## src/rtl/ethernet_mdio_link_monitor.sv

```systemverilog
// Clause-22 MDIO master: polls the PHY BMSR and publishes link and error status.
// Latency: 64 slots of 2*MDC_HALF_PERIOD cycles, then 1 UPDATE cycle; next poll POLL_INTERVAL cycles later.
// Backpressure: none; free-running poller gated only by phy_ready_i, which aborts any frame in flight.
module ethernet_mdio_link_monitor #(
    parameter int         MDC_HALF_PERIOD = 20,
    parameter logic [4:0] PHY_ADDR        = 5'b00001,
    parameter int         POLL_INTERVAL   = 100000
) (
    input  logic        clk_i,
    input  logic        rst_n_i,
    input  logic        phy_ready_i,
    output logic        mdc_o,
    input  logic        mdio_i,
    output logic        mdio_o,
    output logic        mdio_oe_o,
    output logic [15:0] bmsr_o,
    output logic        link_up_o,
    output logic        error_o,
    output logic        poll_done_o
);

    typedef enum logic [1:0] {
        WAIT_READY,
        FRAME,
        UPDATE,
        IDLE
    } state_t;

    typedef struct packed {
        logic [15:0] bmsr;
        logic        link_up;
        logic        error;
    } status_t;

    localparam int SLOT_LEN = 2 * MDC_HALF_PERIOD;
    localparam int PH_W     = $clog2(SLOT_LEN);
    localparam int IV_W     = $clog2(POLL_INTERVAL + 1);

    localparam logic [PH_W-1:0] PH_LAST = PH_W'(SLOT_LEN - 1);
    localparam logic [PH_W-1:0] PH_HIGH = PH_W'(MDC_HALF_PERIOD);
    localparam logic [IV_W-1:0] IV_LAST = IV_W'(POLL_INTERVAL - 1);

    localparam logic [5:0] SLOT_HDR0  = 6'd32;
    localparam logic [5:0] SLOT_RX    = 6'd46;
    localparam logic [5:0] SLOT_TA    = 6'd47;
    localparam logic [5:0] SLOT_DATA0 = 6'd48;
    localparam logic [5:0] SLOT_LAST  = 6'd63;

    // ST(01), OP read(10), PHY address, REGAD=1 (BMSR); sent MSB first from slot 32
    localparam logic [13:0] HDR = {2'b01, 2'b10, PHY_ADDR, 5'd1};

    state_t            state_q, state_d;
    logic [PH_W-1:0]   phase_q, phase_d;
    logic [5:0]        slot_q, slot_d;
    logic [IV_W-1:0]   ivl_q, ivl_d;
    logic [15:0]       shift_q, shift_d;
    logic              ta_q, ta_d;
    status_t           stat_q, stat_d;
    logic              mdc_q, mdc_d;
    logic              mdio_q, mdio_d;
    logic              oe_q, oe_d;
    logic              done_q, done_d;
    logic              slot_end;
    logic [3:0]        hdr_idx;

    always_ff @(posedge clk_i or negedge rst_n_i) begin
        if (!rst_n_i) begin
            state_q <= WAIT_READY;
            phase_q <= '0;
            slot_q  <= '0;
            ivl_q   <= '0;
            shift_q <= '0;
            ta_q    <= 1'b1;
            stat_q  <= '0;
            mdc_q   <= 1'b0;
            mdio_q  <= 1'b1;
            oe_q    <= 1'b0;
            done_q  <= 1'b0;
        end else begin
            state_q <= state_d;
            phase_q <= phase_d;
            slot_q  <= slot_d;
            ivl_q   <= ivl_d;
            shift_q <= shift_d;
            ta_q    <= ta_d;
            stat_q  <= stat_d;
            mdc_q   <= mdc_d;
            mdio_q  <= mdio_d;
            oe_q    <= oe_d;
            done_q  <= done_d;
        end
    end

    always_comb begin
        state_d  = state_q;
        phase_d  = phase_q;
        slot_d   = slot_q;
        ivl_d    = ivl_q;
        shift_d  = shift_q;
        ta_d     = ta_q;
        stat_d   = stat_q;
        hdr_idx  = '0;
        slot_end = (phase_q == PH_LAST);

        if (!phy_ready_i) begin
            // PHY went back into reset: drop the frame, keep last BMSR/error
            state_d        = WAIT_READY;
            phase_d        = '0;
            slot_d         = '0;
            ivl_d          = '0;
            stat_d.link_up = 1'b0;
        end else begin
            case (state_q)
                WAIT_READY: begin
                    state_d = FRAME;
                    phase_d = '0;
                    slot_d  = '0;
                end
                FRAME: begin
                    if (slot_end) begin
                        // slot_end is the last cycle of the MDC high half: sample point
                        phase_d = '0;
                        if (slot_q == SLOT_TA) begin
                            ta_d = mdio_i;
                        end
                        if (slot_q >= SLOT_DATA0) begin
                            shift_d = {shift_q[14:0], mdio_i};
                        end
                        if (slot_q == SLOT_LAST) begin
                            state_d = UPDATE;
                            slot_d  = '0;
                            // status is published together with poll_done_o
                            if (!ta_q) begin
                                stat_d.bmsr    = shift_d;
                                stat_d.link_up = shift_d[2];
                                stat_d.error   = 1'b0;
                            end else begin
                                stat_d.link_up = 1'b0;
                                stat_d.error   = 1'b1;
                            end
                        end else begin
                            slot_d = slot_q + 6'd1;
                        end
                    end else begin
                        phase_d = phase_q + 1'b1;
                    end
                end
                UPDATE: begin
                    state_d = IDLE;
                    ivl_d   = '0;
                end
                IDLE: begin
                    if (ivl_q == IV_LAST) begin
                        state_d = FRAME;
                        phase_d = '0;
                        slot_d  = '0;
                    end else begin
                        ivl_d = ivl_q + 1'b1;
                    end
                end
                default: state_d = WAIT_READY;
            endcase
        end

        // Pin outputs are registered from next-state values so they stay glitch-free
        mdc_d  = (state_d == FRAME) && (phase_d >= PH_HIGH);
        oe_d   = (state_d == FRAME) && (slot_d < SLOT_RX);
        mdio_d = 1'b1;
        if ((state_d == FRAME) && (slot_d >= SLOT_HDR0) && (slot_d < SLOT_RX)) begin
            hdr_idx = 4'(SLOT_RX - 6'd1 - slot_d);
            mdio_d  = HDR[hdr_idx];
        end
        done_d = (state_d == UPDATE);
    end

    assign mdc_o       = mdc_q;
    assign mdio_o      = mdio_q;
    assign mdio_oe_o   = oe_q;
    assign bmsr_o      = stat_q.bmsr;
    assign link_up_o   = stat_q.link_up;
    assign error_o     = stat_q.error;
    assign poll_done_o = done_q;

endmodule

```

## config.mk

```make
export PLATFORM = sky130hd
export DESIGN_NAME = ethernet_mdio_link_monitor
export DESIGN_NICKNAME = d
export VERILOG_FILES = /design/src/rtl/ethernet_mdio_link_monitor.sv
export SDC_FILE = /design/constraint.sdc
export NUM_CORES = 1
export LEC_CHECK = 0
export CAP_MARGIN = 20
export CORE_UTILIZATION = 40
export CTS_BUF_LIST = sky130_fd_sc_hd__clkbuf_2 sky130_fd_sc_hd__clkbuf_4 sky130_fd_sc_hd__clkbuf_8
export CTS_CLUSTER_DIAMETER = 100
export CTS_CLUSTER_SIZE = 24
export DETAILED_ROUTE_END_ITERATION = 10
export GPL_TIMING_DRIVEN = 0
export MAX_ROUTING_LAYER = met4
export SYNTH_ARGS = -nofsm -noshare
export SYNTH_HDL_FRONTEND = slang
export SYNTH_SLANG_ARGS = --single-unit
```

## constraint.sdc

```tcl
create_clock -name clk_i -period 4.1 [get_ports clk_i]
set_input_delay 0.615 -clock clk_i [delete_from_list [all_inputs] [get_ports clk_i]]
set_output_delay 0.615 -clock clk_i [all_outputs]
set_load 0.05 [all_outputs]
```

# --- After elaboration in Yosys (flattened, before gate mapping) ---
# Memory sizes are Yosys's and may differ from the RTL's.
# Index checks and enable logic that the tools add are counted.
word_totals:
  register_bits: 70
  mem_bits_ro: 16
  input_bits: 4
  out_inout_bits: 22
  word_cells: 74
  memories: 1
mem_list:
  columns: ["name", "depth", "width", "rd", "rd_ports_with_merged_regs", "write_ports", "line", "text"]
  rows:
  - ["(name not given)", 16, 1, 1, 0, 0, "171", "mdio_d = HDR[hdr_idx];"]
classes:
  add_sub_neg: 4
  magnitude_cmp: 5
  eq_ne: 14
  n_mux: 25
  n_bitwise: 1
  n_reduce_logical: 11
ops:
  columns: ["operator", "count"]
  rows:
  - ["$mux 6", 7]
  - ["$pmux 6 s3", 2]
  - ["$mux 17", 2]
  - ["$pmux 17 s2", 1]
  - ["$eq 6x6->1 const B", 3]
  - ["$add 17x1->17 const B", 1]
  - ["$eq 17x17->1 const B", 1]
  - ["$mux 16", 1]
  - ["$mux 2", 8]
  - ["$add 6x1->6 const B", 2]
  - ["$ge 6x6->1 const B", 2]
  - ["$pmux 2 s4", 1]
  - ["$reduce_and 4->1", 2]
  - ["$eq 2x2->1 const B", 3]
  - ["$ge 6x5->1 const B", 1]
  - ["$lt 6x6->1 const B", 1]
  - ["$ne 2x1->1 const B", 3]
  - ["$reduce_and 3->1", 2]
  - ["$lt 4x5->1 const B", 1]
  - ["$reduce_and 5->1", 1]
  - ["$eq 2x1->1 const B", 2]
  - ["$logic_and 1x1->1", 4]
  - ["$sub 4x4->4 const A", 1]
  - ["$mux 1", 3]
  - ["5 further kinds", 5]

# --- Logic depth before layout (Yosys ltp) ---
# Gate-level depths: netlist of the first run.
logic_depth:
  depth_word: 9
  mapped_depth: 11
  depth_no_buf: 11

# --- Worst setup path before layout of the first run ---
# Ideal clock, no wire load.
synth_timing:
  path_kind: "register to register"
  startpoint: "register ivl_q[6]"
  endpoint: "register mdio_q, in the netlist mdio_o"
  setup_time_ns: 0.066
  t_arrival_ns: 2.727
  t_required_ns: 4.034
  path_slack_ns: 1.307
  path_stages_with_launch: 10
  n_path_buf: 0
  period_less_slack_ns: 2.793
  path_cell_list: "dfrtp_1 > or4b_1 > or4_4 > o21ai_4 > a311oi_2 > ha_1 > a2111oi_0 > a311oi_1 > a211o_1 > nand4_1"
synth_between:
  elab_chain_cells: 8
  elab_cells_between_ends: 16
  classes_between: "add/sub (1); order compare (2); eq/ne (2); mux (8); reduce/logical (2); memory (1)"
synth_lines:
  columns: ["item", "line", "text"]
  rows:
  - ["start, declared", "55", "logic [IV_W-1:0] ivl_q, ivl_d;"]
  - ["start signal, assigned", "83", "ivl_q <= ivl_d;"]
  - ["$eq 17x17->1 *", "153", "if (ivl_q == IV_LAST) begin"]
  - ["$mux 6 *", "153", null]
  - ["$pmux 6 s3 *", "113", "case (state_q)"]
  - ["$mux 6 *", "105", "if (!phy_ready_i) begin"]
  - ["net slot_d[2]", "54", "logic [5:0] slot_q, slot_d;"]
  - ["$sub 4x4->4 or $ge 6x6->1 (tied branches)", "170, 169", null]
  - ["$mem_v2 16x1 or $logic_and 1x1->1 (tied branches)", null, null]
  - ["$mux 1 (not written as such) or $logic_and 1x1->1 (tied branches)", "171, 169", null]
  - ["$mux 1 *", "169", "if ((state_d == FRAME) && (slot_d >= SLOT_HDR0) && (slot_d < SLOT_RX)) begin"]
  - ["net mdio_d", "60", "logic mdio_q, mdio_d;"]
  - ["end signal, assigned", "88", "mdio_q <= mdio_d;"]
  - ["end, declared", "60", null]
# Mark *: on every way through the listed nets, which the timed path passes. The rest lies on a longest branch. The select of a mux whose other input is x is not followed.
# A chain may end at the register's enable or synchronous reset.

# --- Final worst setup path of the first run ---
layout_timing:
  startpoint: "register ivl_q[12]"
  endpoint: "register mdio_q, in the netlist mdio_o"
# The elaborated chain is that of the path after synthesis.

==> results of run 1 <==
-- worst paths after layout --
kind | start | to | slack [ns] | depth (start not counted)
min in group clk_i | error_o | error_o | 0.51 | 1
max | ivl_q[12] | mdio_o | 0.81 | 10
min | rst_n_i | ivl_q[5] | 0.37 | 1
max reg2reg | ivl_q[12] | mdio_o | 0.81 | 10
min reg2reg | error_o | error_o | 0.51 | 1
max in group asynchronous | rst_n_i | slot_q[4] | 3.16 | 1
-- routing by layer --
metal | track usage | vias to the layer above | share of wire
met1 | 0.255 | 1419 | 0.49
met4 | 0.0475 | 0 | 0.011
met3 | 0.0403 | 7 | 0.033
met2 | 0.295 | 47 | 0.46
li1 | - | 1396 | -
met5 | - | - | 0
-- state kept, by name, indices dropped and copies added (netlist names), 2 cells and up --
name / count
bmsr_o: 16
ivl_q: 17
phase_q: 6
shift_q: 16
slot_q: 6
state_q: 2
-- cells in the mapped netlist (3+ instances only) --
master / n / area share
a211oi_1: 6 / 0.012
nand2b_1: 4 / 0.0069
nor3_1: 5 / 0.0069
o21ai_1: 6 / 0.0083
o21ai_0: 7 / 0.0096
a21oi_1: 27 / 0.037
inv_1: 13 / 0.013
a21o_1: 5 / 0.010
and4_1: 4 / 0.0096
mux2i_1: 16 / 0.044
a2111oi_0: 5 / 0.012
buf_2: 3 / 0.0041
clkbuf_1: 16 / 0.017
or3_1: 3 / 0.0052
and2_1: 3 / 0.0052
and3_1: 4 / 0.0069
nor2_1: 34 / 0.035
mux2_2: 18 / 0.056
nand2_1: 21 / 0.022
nor4b_1: 3 / 0.0072
ha_1: 4 / 0.014
dfrtp_1: 68 / 0.47
nand4_1: 9 / 0.016
xnor2_1: 8 / 0.019
nand3_1: 16 / 0.022
a311oi_1: 3 / 0.0072
-- layout make-up --
type / instances / area, um^2 / share of cell area
buffer: 19 / 75.1 / 0.0179
clock buffer: 10 / 138 / 0.0328
clock inverter: 6 / 46.3 / 0.0110
inverter: 13 / 48.8 / 0.0116
multi-input combinational: 255 / 1750 / 0.418
sequential: 70 / 1750 / 0.418
tap: 108 / 135 / 0.0322
timing repair buffer: 25 / 248 / 0.0590
-- cells in the final DEF (no fill, tap or decap), types with 4 or more instances in the layout --
cell	count
dfrtp_1	68
nor3_1	5
and4_1	4
clkbuf_8	10
mux2i_1	16
o21ai_1	6
a211oi_1	6
nand3_1	16
a21o_1	5
o21ai_0	7
nor2_1	34
nand4_1	9
inv_1	13
clkdlybuf4s50_1	24
ha_1	4
clkbuf_1	16
xnor2_1	8
a2111oi_0	5
nand2_1	21
mux2_2	18
nand2b_1	4
and3_1	4
a21oi_1	27
-- power breakdown --
| group | total, W | switching (W) | internal, W |
|---|---|---|---|
| combinational | 0.0000992 | 0.0000720 | 0.0000272 |
| clock | 0.000519 | 0.000280 | 0.000239 |
| sequential | 0.000707 | 0.00000611 | 0.000701 |
| total | 0.00133 | 0.000358 | 0.000967 |
-- cells by family (layout without fill, tap and decap cells) --
logic type,after synthesis,after routing,share of synthesized area
flip-flops,70,70,0.483
AND/OR/NAND/NOR,119,119,0.173
multiplexers,34,34,0.0999
XOR/XNOR,9,9,0.0217
AO/OA/AOI/OAI,89,89,0.175
buffers and inverters,32,73,0.0341
adder cells (fa/ha/maj),4,4,0.0138
-- through the flow --
stage	instance area [um^2]	power, W	util	hold WS (ns)
3_3_place_gp	4020	0.000820	0.458	0.487
2_1_floorplan	3630	0.000776	-	0.319
5_1_grt	4200	0.00138	0.479	0.476
4_1_cts	4200	0.00134	0.479	0.431
3_5_place_dp	4020	0.000821	0.458	0.490
6_report	4200	0.00133	0.479	0.375
==> flow_metrics.tcl, run 1 <==
set metrics [dict create \
    status "finished, final reports clean" \
    fmax_ghz 0.304 \
    grt_setup_unrepaired "false" \
    end_kind "register" \
    diodes 0 \
    worstSetupPathType "reg -> reg" \
    synth.distinct_cells 61 \
    postCtsSetupRepairBufs 0 \
    rows 34 \
    root_buffer "clkbuf_8" \
    die-area_um2 9470 \
    path_buf_inv 1 \
    antenna_found_initial 0 \
    initial_core_util 0.414 \
    cts_sinks 70 \
    cpMostUsedCell "nand4_1" \
    ir_worst_vdd_mv 0.247 \
    ioPinCount 26 \
    pre_cts_slack_ns 0.883 \
    cap_viol_max_count 0 \
    drive_above_1_share 0.126 \
    synth-seq-area-share 0.483 \
    ant_nets 0 \
    drtPass1Iterations 4 \
    cts_resized 0 \
    routed_wl_mm 8.16 \
    grt-ovfl-total 0 \
    avgSynthCellArea_um2 10.2 \
    num_vias 2869 \
    die_height_um 97.3 \
    cp_data_arrival_time_ns 3.56 \
    synth_area_um2 3630 \
    p_per_area_nw_per_um2 316 \
    dp_cells 490 \
    syn_inst 357 \
    syn2layout_area_growth_pct 15.6 \
    crit_slowest_cell "nor4b_1" \
    crit_fanout 7 \
    cts.clk_slew.worst_paths_ns 0.08 \
    drc_errors 0 \
    grt_pass1_wl_mm 14.2 \
    crit_chain "clkbuf_1 > nor4b_1 > nand4_1 > o21ai_4 > a311oi_2 > ha_1 > a2111oi_0 > a311oi_1 > a211o_1 > nand4_1" \
    min_period_ns 3.29 \
    synth_seq_cells 70 \
    async_flop_share 1.00 \
    synth_edf_count 0 \
    fp.coreArea_um2 8760 \
    fillCellCount 832 \
    setup_ws_ns 0.812 \
    syn-num-nets 365 \
    worstPathRequired_ns 4.37 \
    die_x_um 97.3 \
    cp-start-kind "register" \
    synth_ff_type "dfrtp_1" \
    hold_viol 0 \
    first_iter_violations 159 \
    worst_slew_pin_slew_ns 0.924 \
    hpwl_mm 5.60 \
    hp-class "in -> async" \
    portBuffers 25 \
    globalRouteTotalUtil 0.190 \
    vias_per_cell 5.67 \
    p_leak_nw 1.88 \
    cp_top_family "compound AO/OA/AOI/OAI gates" \
    relSlewSlack 0.368 \
    cpPeakStageDelay_ns 0.58 \
    finalSetupTns_ns 0 \
    htree_num_levels 3 \
    grt_pass1_vias 2852 \
    wl_per_cell_um 16.1 \
    setup_violations 0 \
    clock_path_buffers 2 \
    yosysWarningCount 0 \
    cts_hold_buf 0 \
    cts_tree "built" \
    nets 401 \
    grt_max_degree 71 \
    place_congestion 0.926 \
    slew_violations 0 \
    period_share 0.802 \
    clkLatencyLatePin_ns 0.35 \
    clock_skew_ns 0.0129 \
    cts_buffers 9 \
    final_cells 506 \
]
(Power assumes the default switching activity.)
==> run 2: changes to the inputs <==
==> constraint.sdc (replaced) <==
create_clock -name clk_i -period 3.01 [get_ports clk_i]
set_input_delay 0.4515 -clock clk_i [delete_from_list [all_inputs] [get_ports clk_i]]
set_output_delay 0.4515 -clock clk_i [all_outputs]
set_load 0.05 [all_outputs]
==> run 2 against run 1 <==
  * Total power increased by 36%
  * Count of clock-buffer cells in the layout unchanged
  * Global-route usage did not move
  * Utilization increased by 0.74 points
  * Wire length is 1.4% higher
  * Hold slack got worse by 0.16 ns
==> flow_metrics.tcl, run 2 (synthesized netlist as in run 1, its figures left out) <==
set metrics [dict create \
    fin_area_um2 4260 \
    layout_common_cells "68 x dfrtp_1, 34 x nor2_1, 25 x a21oi_1, 24 x clkdlybuf4s50_1, 21 x nand2_1" \
    drive_above_1_share 0.148 \
    wl_met1_mm 4.04 \
    p_comb_frac 0.074 \
    wl_per_cell_um 16.3 \
    p_leak_nw 1.89 \
    period_share 0.960 \
    nets 402 \
    clkLatencyLatePin_ns 0.35 \
    cpPeakStageDelay_ns 0.53 \
    slew_violations 0 \
    wl_met2_mm 3.82 \
    antenna_found_initial 0 \
    dp_cells 490 \
    die_height_um 97.3 \
    cts_sinks 70 \
    first_iter_violations 182 \
    worstPathRequired_ns 3.29 \
    cts_buffers 9 \
    diodes 0 \
    setup_violations 0 \
    worstSetupPathType "reg -> reg" \
    portBuffers 25 \
    p_per_area_nw_per_um2 424 \
    root_buffer "clkbuf_8" \
    grt_max_degree 71 \
    num_vias 2911 \
    globalRouteTotalUtil 0.190 \
    grt-ovfl-total 0 \
    pre_cts_slack_ns -0.207 \
    largest_register_ffs 17 \
    rows 34 \
    ir_worst_vdd_mv 0.338 \
    hp-class "in -> async" \
    switchingPower_w 0.000491 \
    htree_num_levels 3 \
    crit_chain "or4b_1 > or4_4 > o21ai_4 > a311oi_4 > ha_2 > a2111oi_4 > a311oi_2 > a211o_1 > nand4_1" \
    cp_data_arrival_time_ns 3.16 \
    pwr-share-clk 0.392 \
    crit_fanout 5 \
    power_frac_seq 0.533 \
    status "finished, final reports clean" \
    fp.coreArea_um2 8760 \
    ioPinCount 26 \
    ant_nets 0 \
    crit_slowest_cell "or4b_1" \
    internal_power_w 0.00132 \
    fillCellCount 821 \
    post_dp_cell_area_um2 4020 \
    fmax_ghz 0.346 \
    routed.top_layer "met4" \
    worst_slew_pin_slew_ns 0.925 \
    drtPass1Iterations 4 \
    routed_wl_mm 8.27 \
    grt_pass1_vias 2850 \
    cp-start-kind "register" \
    whs_ns 0.212 \
    relSlewSlack 0.367 \
    vias_per_cell 5.74 \
    final_cells 507 \
    drc_errors 0 \
    clock_skew_ns 0.0112 \
    final_common_cell "dfrtp_1" \
    die-area_um2 9470 \
    cts_tree "built" \
    syn2layout_area_growth_pct 17.4 \
    hpwl_mm 5.60 \
    initial_core_util 0.414 \
    end_kind "register" \
    regMostFlops "ivl_q" \
    setup_ws_ns 0.122 \
    cts.clk_slew.worst_paths_ns 0.08 \
    cap_viol_max_count 0 \
    grt_pass1_wl_mm 14.2 \
    place_congestion 0.926 \
    p_sw_frac 0.272 \
    clock_path_buffers 2 \
    hold_viol 0 \
    routed-wl-met3_um 300 \
    min_period_ns 2.89 \
    die_x_um 97.3 \
]
==> run 2: final cells by class <==
| type | count | area (um^2) | share of cell area |
|---|---|---|---|
| Sequential cell | 70 | 1750 | 0.411 |
| Tap cell | 108 | 135 | 0.0317 |
| Timing Repair Buffer | 27 | 263 | 0.0616 |
| Clock inverter | 6 | 46.3 | 0.0109 |
| Clock buffer | 10 | 138 | 0.0323 |
| Inverter | 13 | 48.8 | 0.0114 |
| Buffer | 18 | 72.6 | 0.0170 |
| Multi-Input combinational cell | 255 | 1810 | 0.424 |
==> run 2: stage by stage <==
stage / util / total power [W] / setup TNS, ns
floorplan: - / 0.00106 / 0
global placement: 0.458 / 0.00112 / -64.72
detailed placement: 0.458 / 0.00112 / -0.207
CTS: 0.481 / 0.00183 / 0
global route: 0.487 / 0.00188 / -0.0131
finish: 0.487 / 0.00181 / 0
==> run 2: final timing paths <==
kind	from	depth (start not counted)	endpoint	slack, ns
setup / recovery	ivl_q[13]	9	mdio_o	0.12
hold / removal	rst_n_i	1	ivl_q[5]	0.21
setup reg to reg	ivl_q[13]	9	mdio_o	0.12
hold reg to reg	error_o	1	error_o	0.51
max in group asynchronous	rst_n_i	1	slot_q[4]	2.23
min in group clk_i	error_o	1	error_o	0.51
==> run 2: per-layer routing <==
metal | track usage | vias to the layer above
li1 | - | 1396
met1 | 0.256 | 1447
met2 | 0.294 | 57
met3 | 0.0403 | 11
met4 | 0.0475 | 0
met5 | - | -
==> run 2: critical path: cells and delay by family (launching register included) <==
| family | cells | cell delay (ns) |
|---|---|---|
| adders and majority gates | 1 | 0.25 |
| DFF | 1 | 0.44 |
| and+or+nand+nor | 3 | 1.10 |
| AOI/OAI and AO/OA | 5 | 1.03 |
==> run 2: what timing repair did <==
action | in CTS | in global routing
hold buffers | 0 | 0
resized for setup | 3 | 8
setup endpoints to repair | 1 | 3
pin swaps | 1 | 0
setup buffers | 1 | 1
==> run 2: power by group through the flow <==
stage / Clock (W) / Sequential (W) / Combinational, W
floorplan: 0 / 0.00102 / 0.0000350
finish: 0.000710 / 0.000964 / 0.000134
global placement: 0 / 0.000981 / 0.000136
CTS: 0.000728 / 0.000962 / 0.000138
global route: 0.000763 / 0.000966 / 0.000147
detailed placement: 0 / 0.000981 / 0.000137
==> run 3: changes to the inputs <==
--- a/config.mk
+++ b/config.mk
@@ -6,8 +6,9 @@
 export NUM_CORES = 1
 export LEC_CHECK = 0
 export CAP_MARGIN = 20
+export CORE_MARGIN = 4
 export CORE_UTILIZATION = 40
-export CTS_BUF_LIST = sky130_fd_sc_hd__clkbuf_2 sky130_fd_sc_hd__clkbuf_4 sky130_fd_sc_hd__clkbuf_8
+export CTS_BUF_LIST = sky130_fd_sc_hd__clkbuf_4 sky130_fd_sc_hd__clkbuf_8
 export CTS_CLUSTER_DIAMETER = 100
 export CTS_CLUSTER_SIZE = 24
 export DETAILED_ROUTE_END_ITERATION = 10
==> run 3 against run 2 <==
  * Global-route usage decreased by 1.8 points
  * Worst setup slack got worse by 0.045 ns
  * Sequential share of layout area decreased by 0.81 points
  * Count of clock-buffer cells in the layout unchanged
  * Hold slack improved by 0.015 ns
  * Wire length increased by 1.2%
  * Via count decreased by 0.82%
  * Total power increased by 3.3%
==> flow_metrics.tcl, run 3 (synthesized netlist as in run 1, its figures left out) <==
set metrics [dict create \
    die_x_um 103 \
    clkLatencyLatePin_ns 0.34 \
    final_util 0.497 \
    setup_violations 0 \
    cp_data_arrival_time_ns 3.21 \
    cp-start-kind "register" \
    crit_chain "or4b_4 > or4_4 > o211ai_4 > a21oi_4 > ha_4 > a2111oi_4 > a311oi_2 > a211o_1 > nand4_1" \
    cpPeakStageDelay_ns 0.60 \
    antenna_found_initial 0 \
    place_congestion 0.916 \
    cap_viol_max_count 0 \
    nets 407 \
    initial_core_util 0.414 \
    min_period_ns 2.93 \
    die-area_um2 10700 \
    cts_sinks 70 \
    p_per_area_nw_per_um2 429 \
    end_kind "register" \
    fmax_ghz 0.341 \
    fp.coreArea_um2 8760 \
    finalSetupTns_ns 0 \
    layout_common_cells "67 x dfrtp_1, 34 x nor2_1, 25 x a21oi_1, 24 x clkdlybuf4s50_1, 21 x nand2_1" \
    largest_register_ffs 17 \
    drc_errors 0 \
    ant_nets 0 \
    routed_wl_mm 8.37 \
    worstPathRequired_ns 3.28 \
    multi_input_area_um2 1840 \
    busiest_layer "met2" \
    drtPass1Iterations 5 \
    ioPinCount 26 \
    crit_fanout 5 \
    regMostFlops "ivl_q" \
    rows 34 \
    die_height_um 103 \
    path_buf_inv 0 \
    p_leak_nw 1.92 \
    met3_usage 0.0483 \
    final_common_cell "dfrtp_1" \
    hpwl_mm 5.70 \
    setup_ws_ns 0.0763 \
    grt_setup_unrepaired "true" \
    cts_buffers 9 \
    portBuffers 25 \
    root_buffer "clkbuf_8" \
    slew_violations 0 \
    hold_viol 0 \
    first_iter_violations 145 \
    grt_max_degree 71 \
    pre_cts_slack_ns -0.197 \
    htree_num_levels 3 \
    vias_per_cell 5.65 \
    grt_pass1_wl_mm 14.0 \
    grt-ovfl-total 0 \
    ir_worst_vdd_mv 0.314 \
    num_vias 2887 \
    finalPower_w 0.00187 \
    grtUsageMet1 0.238 \
    grt_pass1_vias 2776 \
    hp-class "in -> async" \
    relSlewSlack 0.351 \
    cts_tree "built" \
    grt_util_met2 0.249 \
    seqCellArea_um2 1760 \
    syn2layout_area_growth_pct 19.8 \
    cts.clk_slew.worst_paths_ns 0.08 \
    period_share 0.975 \
    worstSetupPathType "reg -> reg" \
    wl_per_cell_um 16.4 \
    clock_path_buffers 2 \
    cts_hold_buf 0 \
    cp_top_family "simple AND/OR/NAND/NOR gates" \
    worst_slew_pin_slew_ns 0.949 \
    fillCellCount 831 \
    status "finished, final reports clean" \
    diodes 0 \
    globalRouteTotalUtil 0.172 \
    drive_above_1_share 0.164 \
    crit_slowest_cell "or4_4" \
    whs_ns 0.228 \
    clock_skew_ns 0.00946 \
]
==> run 3: changes by cell type in the layout (fill, tap and decap cells not counted), sizes merged <==
cell,before,now
inv,14,13
clkinvlp,2,1
buf,6,11
bufinv,0,1
==> run 3: layer usage <==
| metal | up-vias | routed length (um) |
|---|---|---|
| met5 | - | 0 |
| met4 | 0 | 71 |
| met3 | 9 | 376 |
| met2 | 69 | 3860 |
| met1 | 1404 | 4060 |
| li1 | 1405 | - |
==> run 3: final cells by class <==
| cell class | instances | share of cell area |
|---|---|---|
| clock buffers | 10 | 0.0316 |
| repair buffers | 32 | 0.0690 |
| plain buffers | 18 | 0.0167 |
| inverters | 13 | 0.0112 |
| well taps | 108 | 0.0310 |
| multi-input cells | 255 | 0.423 |
| clock inverters | 5 | 0.0138 |
| flip-flops and latches | 70 | 0.403 |
==> run 3: final timing paths <==
kind	cells past startpoint	slack, ns	to	startpoint
max	9	0.08	mdio_o	ivl_q[6]
min	1	0.23	ivl_q[14]	rst_n_i
max reg2reg	9	0.08	mdio_o	ivl_q[6]
min reg2reg	1	0.48	link_up_o	link_up_o
max in group asynchronous	1	2.19	ivl_q[14]	rst_n_i
min in group clk_i	1	0.48	link_up_o	link_up_o
==> run 3: through the flow <==
step | instances | cell area, um^2
2_1_floorplan | 357 | 3630
3_3_place_gp | 490 | 4020
3_5_place_dp | 490 | 4020
4_1_cts | 506 | 4230
5_1_grt | 511 | 4350
6_report | 511 | 4350
==> run 3: worst reg2reg max path: cells and delay by family (launching register included) <==
kind / cells / cell delay (ns)
adder cells (fa/ha/maj): 1 / 0.22
AO/OA/AOI/OAI: 5 / 1.01
flip-flops: 1 / 0.42
AND/OR/NAND/NOR: 3 / 1.24
==> run 3: repair_timing <==
action | in CTS | in global routing
endpoints found under the setup margin | 1 | 11
setup buffers | 1 | 6
cloned | 0 | 0
pin swaps | 1 | 5
gates resized for setup | 3 | 14
==> run 3: power breakdown <==
group	internal, W	switching, W
clock	0.000402	0.000366
sequential	0.000954	0.0000103
combinational	0.0000372	0.0000977
total	0.00139	0.000474
